### src/rtl/da_result_sink.sv
// da_result_sink: buffers fixed-latency dA multiplier results in a FWFT FIFO, returns issue credit, tags beats with tile index.
module da_result_sink #(
  parameter int DW        = 16,
  parameter int H_TILE    = 1,
  parameter int DEPTH     = 8,
  parameter int NUM_TILES = 24,
  parameter int IDXW      = 5
) (
  input  logic                 clk,
  input  logic                 rstn,
  input  logic                 issue_i,
  input  logic                 res_valid_i,
  input  logic [H_TILE*DW-1:0] res_data_i,
  output logic                 can_issue_o,
  output logic                 m_valid_o,
  output logic [H_TILE*DW-1:0] m_data_o,
  output logic [IDXW-1:0]      m_idx_o,
  output logic                 m_last_o,
  input  logic                 m_ready_i,
  output logic                 ovf_err_o,
  output logic                 unexp_err_o
);
  localparam int AW = $clog2(DEPTH);
  localparam int BW = H_TILE * DW;
  localparam logic [AW:0] FULL = (AW+1)'(DEPTH);
  localparam logic [IDXW-1:0] LAST_IDX = IDXW'(NUM_TILES - 1);

  logic [BW-1:0]   mem_q [DEPTH];
  logic [AW-1:0]   rd_q, rd_d, wr_q, wr_d;
  logic [AW:0]     cnt_q, cnt_d, inf_q, inf_d;
  logic [IDXW-1:0] idx_q, idx_d;
  logic            ovf_q, ovf_d, unexp_q, unexp_d, pop, wr_en;

  always_comb begin
    pop     = (cnt_q != '0) && m_ready_i;
    wr_en   = res_valid_i && ((cnt_q != FULL) || pop);
    rd_d    = pop ? rd_q + AW'(1) : rd_q;
    wr_d    = wr_en ? wr_q + AW'(1) : wr_q;
    cnt_d   = (wr_en && !pop) ? cnt_q + (AW+1)'(1) : (pop && !wr_en) ? cnt_q - (AW+1)'(1) : cnt_q;
    ovf_d   = ovf_q || (res_valid_i && (cnt_q == FULL) && !pop);
    idx_d   = !pop ? idx_q : (idx_q == LAST_IDX) ? '0 : idx_q + IDXW'(1);
    inf_d   = inf_q;
    unexp_d = unexp_q;
    if (issue_i && !res_valid_i)
      inf_d = (inf_q == FULL) ? inf_q : inf_q + (AW+1)'(1);
    else if (res_valid_i && !issue_i) begin
      unexp_d = unexp_q || (inf_q == '0);
      inf_d   = (inf_q == '0) ? inf_q : inf_q - (AW+1)'(1);
    end
  end

  always_ff @(posedge clk) begin
    if (!rstn) begin
      rd_q    <= '0;
      wr_q    <= '0;
      cnt_q   <= '0;
      inf_q   <= '0;
      idx_q   <= '0;
      ovf_q   <= 1'b0;
      unexp_q <= 1'b0;
    end else begin
      rd_q    <= rd_d;
      wr_q    <= wr_d;
      cnt_q   <= cnt_d;
      inf_q   <= inf_d;
      idx_q   <= idx_d;
      ovf_q   <= ovf_d;
      unexp_q <= unexp_d;
    end
  end

  // Storage is not reset; the output mux masks stale contents while empty.
  always_ff @(posedge clk) begin
    if (rstn && wr_en) mem_q[wr_q] <= res_data_i;
  end

  assign can_issue_o = ({1'b0, cnt_q} + {1'b0, inf_q}) < (AW+2)'(DEPTH);
  assign m_valid_o   = cnt_q != '0;
  assign m_data_o    = m_valid_o ? mem_q[rd_q] : '0;
  assign m_idx_o     = idx_q;
  assign m_last_o    = idx_q == LAST_IDX;
  assign ovf_err_o   = ovf_q;
  assign unexp_err_o = unexp_q;
endmodule
### config.mk
export PLATFORM = sky130hd
export DESIGN_NAME = da_result_sink
export DESIGN_NICKNAME = d
export VERILOG_FILES = /design/src/rtl/da_result_sink.sv
export SDC_FILE = /design/constraint.sdc
export NUM_CORES = 1
export LEC_CHECK = 0
export ABC_AREA = 1
export CAP_MARGIN = 20
export CORE_ASPECT_RATIO = 1.25
export CORE_UTILIZATION = 50
export CTS_BUF_LIST = sky130_fd_sc_hd__clkbuf_8
export DETAILED_ROUTE_END_ITERATION = 16
export GPL_TIMING_DRIVEN = 0
export PLACE_DENSITY = 0.7
export SLEW_MARGIN = 15
export SYNTH_ARGS = -nofsm -noshare
export SYNTH_HDL_FRONTEND = slang
export SYNTH_SLANG_ARGS = --single-unit
export TNS_END_PERCENT = 5
### constraint.sdc
create_clock -name clk -period 2.72 [get_ports clk]
set_clock_uncertainty 0.15 [all_clocks]
set_input_delay 0.68 -clock clk [delete_from_list [all_inputs] [get_ports clk]]
set_output_delay 0.68 -clock clk [all_outputs]
set_load 0.05 [all_outputs]
==> results of run 1 <==
-- cells by family after synthesis --
group	synth area share
AND/OR/NAND/NOR	0.223
flip-flops	0.647
buffers and inverters	0.0548
AO/OA/AOI/OAI	0.0372
adder cells (fa/ha/maj)	0.0303
XOR/XNOR	0.00786
-- layer usage --
metal,wire (microns),track usage,vias to the layer above,share of wire
li1,-,-,2372,-
met1,5970,0.268,2302,0.38
met2,8210,0.428,197,0.52
met3,1100,0.0551,48,0.069
met4,563,0.128,0,0.036
met5,0,0,-,0
-- cell usage after synthesis (all sizes together), types with 2 or more instances --
cell type  number
nor2          199
nand2         139
edfxtp        128
inv            58
o21ai          37
nand3          33
dfxtp          24
buf            21
ha             13
a21oi          10
clkbuf          7
xor2            5
nand4           3
fa              2
-- final cells by class --
cell class | instances | area, sq um | area share
flip-flops and latches | 152 | 4330 | 0.542
multi-input cells | 447 | 2030 | 0.255
repair buffers | 54 | 568 | 0.0712
clock buffers | 17 | 234 | 0.0293
inverters | 58 | 218 | 0.0273
well taps | 168 | 210 | 0.0263
plain buffers | 28 | 209 | 0.0262
clock inverters | 14 | 184 | 0.0230
-- worst max-delay path by stage --
| stage | endpoint | slack [ns] | depth (start not counted) |
|---|---|---|---|
| floorplan | m_data_o[10] | 0.21 | 5 |
| global placement | mem_q[0][10] | -1.09 | 4 |
| detailed placement | m_data_o[2] | -0.47 | 8 |
| CTS | m_data_o[5] | -0.09 | 9 |
| global route | m_data_o[7] | -0.1 | 9 |
| finish | m_data_o[0] | 0.003 | 9 |
-- critical path: stages, from the launching register on --
cell and delay, ns:
dfxtp_2 0.33, buf_6 0.13, buf_6 0.18, nor2_1 0.08, nor2_1 0.12, o21ai_0 0.12, nand2_1 0.08, nor2_1 0.04
nor2_1 0.18, buf_6 0.19
-- per-stage QoR --
| stage | utilization | setup TNS (ns) |
|---|---|---|
| 2_1_floorplan | - | 0 |
| 3_3_place_gp | 0.571 | -128.93 |
| 3_5_place_dp | 0.581 | -35.45 |
| 4_1_cts | 0.615 | -0.213 |
| 6_report | 0.619 | 0 |
| 5_1_grt | 0.619 | -0.839 |
-- power by group --
group          leakage, nW  switching, mW  internal [mW]
Combinational         1.70           2.28           1.09
Sequential            1.35          0.114           2.66
Clock                0.210          0.811          0.985
Total                 3.27           3.20           4.73
-- sequential cells by signal (all words and copies together), names as in the netlist, named ones only --
signal	flops
ovf_err_o	1
cnt_q	4
inf_q	4
mem_q	128
m_idx_o	5
wr_q	3
rd_q	3
unexp_err_o	1
-- what timing repair did --
action,CTS,global route
pin swaps,0,4
hold buffers,0,0
resized for setup,131,21
setup endpoints to repair,19,27
buffers inserted,0,0
==> run metrics, run 1 <==
status=finished, final reports clean; kind of critical path=flip-flop to primary output; unrepaired setup endpoints after global routing=true; vias post-DR=a little under 5000; clock buffer depth=2; r2r setup slk=~0.43 ns; effective utilization at floorplan=0.519; synthesis-stage register bit count=around 150; Max Slew Vio Count=0; antenna violations before repair=0; crit-path max FO=10; Distinct cells, synth=27; vias per cell=5.24; clock root cell=clkbuf_8; Cell Area, Placed=roughly 7500 sq um; vias in the first global route=4986; Synth warnings=0; sequential area share after synthesis=0.647; Slew @ Worst Pin=0.576 ns; slack of the critical path=0.00286 ns; drt pass-1 iters=5; syn_area_per_cell=just under 10 sq um; port buffer count=46; most frequent cells in the layout=nor2_1, nand2_1, edfxtp_1; R2R depth=12; die area=13800 sq um; post-route cell area=7980 sq um; area leader, netlist=edfxtp_1; Initial DRC Count=290; post-synthesis instance total=685; slew margin rel.=0.616; Yosys top cell area share=0.575; Die Span X=between 100 and 150 microns; global placement routability congestion=0.804; CTS H-tree lvls=4; io pins=47; hold depth=2; Worst Setup End Kind=primary output; Die H=131 microns; fin crit share=0.999; Placed Instances=907; FF-to-FF End=cnt_q[3]; worst vdd ir=roughly 0.00063 V; MaxCap Viol Count=0; Critical Path AT=about 1.9 ns; worst skew pair latency=0.45 ns; Mapped Nets=a little over 700; non-filler cells, final=938; drt wl/cell=16.9 microns; Synth Flop Type=edfxtp_1; CTS buffer count=17; CTS tree=yes; Clock Sink Count=152; DRC violations left=0; largest net degree at the start of global routing=17; total power=approximately 8 mW; fmax=0.368 GHz; main area contributors after synthesis=edfxtp_1, nor2_1, nand2_1; Setup-failing EPs final=0; area grow syn2layout=19.4%; asr flop ratio synth=0; # rows=46; power per cell area=994 nW/um^2; HPWL Detailed=10500 microns; LEAKAGE=3.27 nW; Hold Crit Endpoint=unexp_err_o; Placeable Area=12900 sq um; first-pass GRT wire length=24800 microns; cell area after synthesis=roughly 6700 sq um; R2R Path Start=cnt_q[0]; hold path startpoint=unexp_err_o; data required time of the worst path=1.89 ns; gr usage total=0.242; Critical Path Start Type=flip-flop; GRT overflow=0; Antenna Nets Post-Route=0; dpl ws=-0.466 ns; drt total wl=15800 microns; hold crit path type=flip-flop to flip-flop; Post-synth EDFFs=between 100 and 150; # fillers=1047; nets=approximately 800; final hold violations=0; min Tclk post-route=2.72 ns; CTS clk-pin slew, worst paths=0.08 ns; Worst Hold Slack=0.338 ns; diodes inserted=0; most common cell after layout, fill and taps aside=nor2_1; share of layout cells above drive strength 1=0.135
Note: power is estimated with default switching activity, not from simulation.
==> inputs of run 2 (changes only) <==
Settings changed: TNS_END_PERCENT 5 to 10.
Clock period 2.72 ns to 3.5 ns, I/O delays scaled along.
==> run metrics, run 2 (synthesis results as in run 1) <==
Clock Sink Count=152 (unchanged); io pins=47 (unchanged); clock root cell=clkbuf_8 (unchanged); DRC violations left=0 (unchanged); slew margin rel.=0.557 (was 0.616); power per cell area=754 nW/um^2 (was 994 nW/um^2); drt total wl=15700 microns (was 15800 microns); effective utilization at floorplan=0.519 (unchanged); non-filler cells, final=939 (was 938); vias post-DR=4850 (was 4919); status=finished, final reports clean (unchanged); Placed Instances=907 (unchanged); CP cell instances=buf_6 > buf_2 > nor2_1 > nor2_1 > o21ai_0 > nand2_1 > nor2_1 > nor2_1 > dlygate4sd2_1 (was buf_6 > buf_6 > nor2_1 > nor2_1 > o21ai_0 > nand2_1 > nor2_1 > nor2_1 > buf_6); port buffer count=46 (unchanged); first-pass GRT wire length=24600 microns (was 24800 microns); Switching Fraction=0.409 (was 0.403); die area=13800 sq um (unchanged); Critical Path AT=2.30 ns (was 1.89 ns); clock buffer depth=2 (unchanged); crit-path max FO=10 (unchanged); Worst path slowest cell=dlygate4sd2_1 (was dfxtp_2); worst vdd ir=0.000556 V (was 0.000626 V); Cell Area, Placed=7490 sq um (about the same); Largest register FFs=128 (unchanged); R2R Path Start=cnt_q[0] (unchanged); total power=5.95 mW (was 7.94 mW); unrepaired setup endpoints after global routing=false (was true); min Tclk post-route=3.33 ns; kind of critical path=flip-flop to primary output (unchanged); CTS buffer count=17 (unchanged); Worst Hold Slack=0.334 ns (was 0.338 ns); Worst Path Buf+Inv=3 (unchanged); hold crit path type=flip-flop to flip-flop (unchanged); drt wl/cell=16.8 microns (was 16.9 microns); share of layout cells above drive strength 1=0.0986 (was 0.135); fmax=0.301 GHz; MaxCap Viol Count=0 (unchanged); post-route cell area=7900 sq um (was 7980 sq um); diodes inserted=0 (unchanged); antenna violations before repair=0 (unchanged); P_int=3.52 mW (was 4.73 mW); Reg power frac=0.361 (was 0.349); vias per cell=5.17 (was 5.24); worst skew pair latency=0.44 ns (was 0.45 ns); Initial DRC Count=295 (was 290); most common cell after layout, fill and taps aside=nor2_1 (unchanged); CTS tree=yes (unchanged); LEAKAGE=3.23 nW (was 3.27 nW); area grow syn2layout=18.1% (was 19.4%); Slew @ Worst Pin=0.665 ns (was 0.576 ns); CTS clk-pin slew, worst paths=0.08 ns (about the same); hold path startpoint=unexp_err_o (unchanged); data required time of the worst path=2.47 ns (was 1.89 ns); gr usage total=0.241 (was 0.242); r2r setup slk=1.20 ns (was 0.43 ns); Critical Path Start Type=flip-flop (unchanged); Worst Setup End Kind=primary output (unchanged); NetSw=2.43 mW (was 3.20 mW); HPWL Detailed=10700 microns (was 10500 microns); final hold violations=0 (unchanged); nets=794 (unchanged); Reg with most FFs=mem_q (unchanged); global placement routability congestion=0.806 (was 0.804); combinational power share=0.402 (was 0.425); Die H=131 microns (unchanged); Max Slew Vio Count=0 (unchanged); Setup-failing EPs final=0 (unchanged); largest net degree at the start of global routing=17 (unchanged); drt pass-1 iters=5 (unchanged); CTS H-tree lvls=4 (unchanged); Die Span X=105 microns (unchanged); Placeable Area=12900 sq um (unchanged); # rows=46 (unchanged); fin util=0.612 (was 0.619); Antenna Nets Post-Route=0 (unchanged); most frequent cells in the layout=nor2_1, nand2_1, edfxtp_1 (unchanged); GRT overflow=0 (unchanged); Critical Path Most Common Cell=nor2_1 (unchanged); clock network power share=0.237 (was 0.226); vias in the first global route=4875 (was 4986); Top delay family on crit path=buffers and inverters (unchanged); fin crit share=0.950; crit-path max cell delay=0.56 ns (was 0.33 ns)
==> run 2: what timing repair did <==
action / CTS / global route
gates resized for setup: 20 / 3
endpoints found under the setup margin: 17 / 2
hold buffers: 0 / 0
setup buffers: 0 / 0
==> run 2: cell type report <==
cell class	count	area, sq um
fillers	1090	5000
plain buffers	28	153
multi-input cells	447	2010
inverters	58	218
clock inverters	15	189
well taps	168	210
repair buffers	54	553
clock buffers	17	234
flip-flops and latches	152	4320
==> run 2: power by group through the flow <==
stage	Sequential, mW	Combinational (mW)	Clock [mW]
after floorplan	2.21	1.68	0
after global placement	2.19	2.45	0
after detailed placement	2.19	2.52	0
after CTS	2.15	2.41	1.43
after global routing	2.17	2.62	1.50
final	2.15	2.39	1.41
==> run 2: worst reg2reg max path: stages (launching register included) <==
cell     delay (ns)
dfxtp_1        0.38
nor2_2         0.18
nand3_2        0.16
nand2_2        0.18
ha_1           0.20
inv_1          0.10
ha_1           0.33
a21oi_1        0.22
nand2_1        0.09
nand2_1        0.07
nand3_1        0.06
nand2_1        0.06
inv_1          0.03
==> run 2: final timing paths <==
path | end | cells after the start
setup / recovery | m_data_o[2] | 9
hold / removal | unexp_err_o | 2
setup reg to reg | cnt_q[3] | 12
hold reg to reg | unexp_err_o | 2
==> run 2: metrics by stage <==
| stage | setup TNS [ns] | setup slack [ns] |
|---|---|---|
| final | 0 | 0.174 |
| after global routing | 0 | 0.00991 |
| after CTS | 0 | 0.137 |
| after detailed placement | 0 | 0.0943 |
| after global placement | -45.35 | -0.485 |
| after floorplan | 0 | 0.224 |
==> run 2: routing by layer <==
metal  global-route usage  share of wire  vias up
met2                0.434           0.52      135
met3               0.0446          0.049       32
met4                0.107          0.025        0
met1                0.277           0.40     2306
li1                     -              -     2377
met5                    0              0        -
==> inputs of run 3 (changes only) <==
Settings changed: CTS_BUF_LIST sky130_fd_sc_hd__clkbuf_8 to sky130_fd_sc_hd__clkbuf_4.
==> run metrics, run 3 (synthesis results as in run 1) <==
status=finished, final reports clean (unchanged); LEAKAGE=3.17 nW (was 3.23 nW); vias in the first global route=4851 (was 4875); vias post-DR=4812 (was 4850); Largest register FFs=128 (unchanged); fmax=0.297 GHz (was 0.301 GHz); Critical Path Start Type=flip-flop (unchanged); Antenna Nets Post-Route=0 (unchanged); register area=4320 sq um (unchanged); r2r setup slk=1.18 ns (was 1.20 ns); effective utilization at floorplan=0.519 (unchanged); CTS clk-pin slew, worst paths=0.12 ns (was 0.08 ns); final hold violations=0 (unchanged); combinational power share=0.416 (was 0.402); Initial DRC Count=271 (was 295); hold crit path type=flip-flop to flip-flop (unchanged); postcts setup bufs=0 (unchanged); port buffer count=46 (unchanged); vias per cell=5.12 (was 5.17); Switching Fraction=0.421 (was 0.409); area of the multi-input gates=2010 sq um (unchanged); FF-to-FF End=cnt_q[3] (unchanged); setup TNS=0 ns (unchanged); dpl ws=0.0943 ns (unchanged); crit-path max FO=10 (unchanged); # rows=46 (unchanged); Max Slew Vio Count=0 (unchanged); most common cell after layout, fill and taps aside=nor2_1 (unchanged); Reg with most FFs=mem_q (unchanged); Worst Setup End Kind=primary output (unchanged); Die Span X=105 microns (unchanged); CTS tree=yes (unchanged); fin util=0.602 (was 0.612); min Tclk post-route=3.36 ns (was 3.33 ns); post_cts resized=20 (unchanged); R2R Path Start=cnt_q[0] (unchanged); DRC violations left=0 (unchanged); Placed Instances=907 (unchanged); Clock Sink Count=152 (unchanged); GRT overflow=0 (unchanged); Die H=131 microns (unchanged); total power=5.72 mW (was 5.95 mW); CTS buffer count=17 (unchanged); largest net degree at the start of global routing=17 (unchanged); io pins=47 (unchanged); non-filler cells, final=939 (unchanged); Cell Area, Placed=7490 sq um (unchanged); clock buffer depth=2 (unchanged); power per cell area=737 nW/um^2 (was 754 nW/um^2); worst vdd ir=0.000517 V (was 0.000556 V); diodes inserted=0 (unchanged); share of layout cells above drive strength 1=0.118 (was 0.0986); fin crit share=0.961 (was 0.950); data required time of the worst path=2.47 ns (about the same); unrepaired setup endpoints after global routing=false (unchanged); Placeable Area=12900 sq um (unchanged); crit path to=m_data_o[3] (was m_data_o[2]); # fillers=1089 (was 1090); most frequent cells in the layout=nor2_1, nand2_1, edfxtp_1 (unchanged); gr usage total=0.240 (was 0.241); nets=794 (unchanged); post-route cell area=7760 sq um (was 7900 sq um); Worst Hold Slack=0.344 ns (was 0.334 ns); MaxCap Viol Count=0 (unchanged); worst skew pair latency=0.54 ns (was 0.44 ns); R2R depth=12 (unchanged); die area=13800 sq um (unchanged); Setup-failing EPs final=0 (unchanged); NetSw=2.41 mW (was 2.43 mW); Reg power frac=0.376 (was 0.361); CTS hold repair buffers=0 (unchanged); global placement routability congestion=0.806 (unchanged); first-pass GRT wire length=24500 microns (was 24600 microns); Slew @ Worst Pin=0.666 ns (was 0.665 ns); clock network power share=0.208 (was 0.237); kind of critical path=flip-flop to primary output (unchanged); drt wl/cell=16.8 microns (about the same); drt total wl=15800 microns (was 15700 microns); clock root cell=clkbuf_4 (was clkbuf_8); P_int=3.31 mW (was 3.52 mW); slew margin rel.=0.556 (was 0.557); CTS H-tree lvls=4 (unchanged); HPWL Detailed=10700 microns (unchanged); slack of the critical path=0.135 ns (was 0.174 ns); area grow syn2layout=16.1% (was 18.1%); antenna violations before repair=0 (unchanged); Critical Path AT=2.34 ns (was 2.30 ns); drt pass-1 iters=5 (unchanged)
run 3: cell count changes in the layout (fill, tap and decap cells not counted), sizes merged:
cell           delta
dlymetal6s2s      +1
clkbuf           +15
clkdlybuf4s15     +1
dlygate4sd2      -13
clkdlybuf4s50     -1
inv               -3
run 3: critical path, stage by stage, from the launching register on:
cell and delay, ns:
dfxtp_1 0.36, buf_6 0.12, buf_2 0.29, nor2_1 0.10, nor2_1 0.08, o21ai_0 0.09
nand2_1 0.08, nor2_1 0.04, nor2_1 0.13, clkdlybuf4s15_1 0.51
run 3: worst min-delay path by stage:
| stage | from | to | depth (start not counted) |
|---|---|---|---|
| after floorplan | rd_q[2] | flip-flop | 2 |
| after CTS | unexp_err_o | unexp_err_o | 2 |
| after global placement | ovf_err_o | ovf_err_o | 2 |
| final | unexp_err_o | unexp_err_o | 2 |
| after global routing | wr_q[0] | wr_q[0] | 2 |
| after detailed placement | unexp_err_o | unexp_err_o | 2 |
run 3: final cells by class:
type                            instances  area share
Multi-Input combinational cell        447       0.260
Timing Repair Buffer                   54      0.0660
Sequential cell                       152       0.557
Clock inverter                         12      0.0229
Clock buffer                           20      0.0194
Buffer                                 28      0.0197
Inverter                               58      0.0281
Tap cell                              168      0.0271
run 3: routing by layer:
metal,part of all wire,GRT usage,vias to the layer above
li1,-,-,2378
met1,0.41,0.271,2282
met2,0.53,0.438,123
met3,0.045,0.0427,29
met4,0.023,0.106,0
met5,0,0,-
run 3: power by group through the flow:
stage / sequential [mW] / combinational (mW) / clock (mW)
global route: 2.17 / 2.59 / 1.29
CTS: 2.15 / 2.41 / 1.22
floorplan: 2.21 / 1.68 / 0
global placement: 2.19 / 2.45 / 0
detailed placement: 2.19 / 2.52 / 0
finish: 2.15 / 2.38 / 1.19
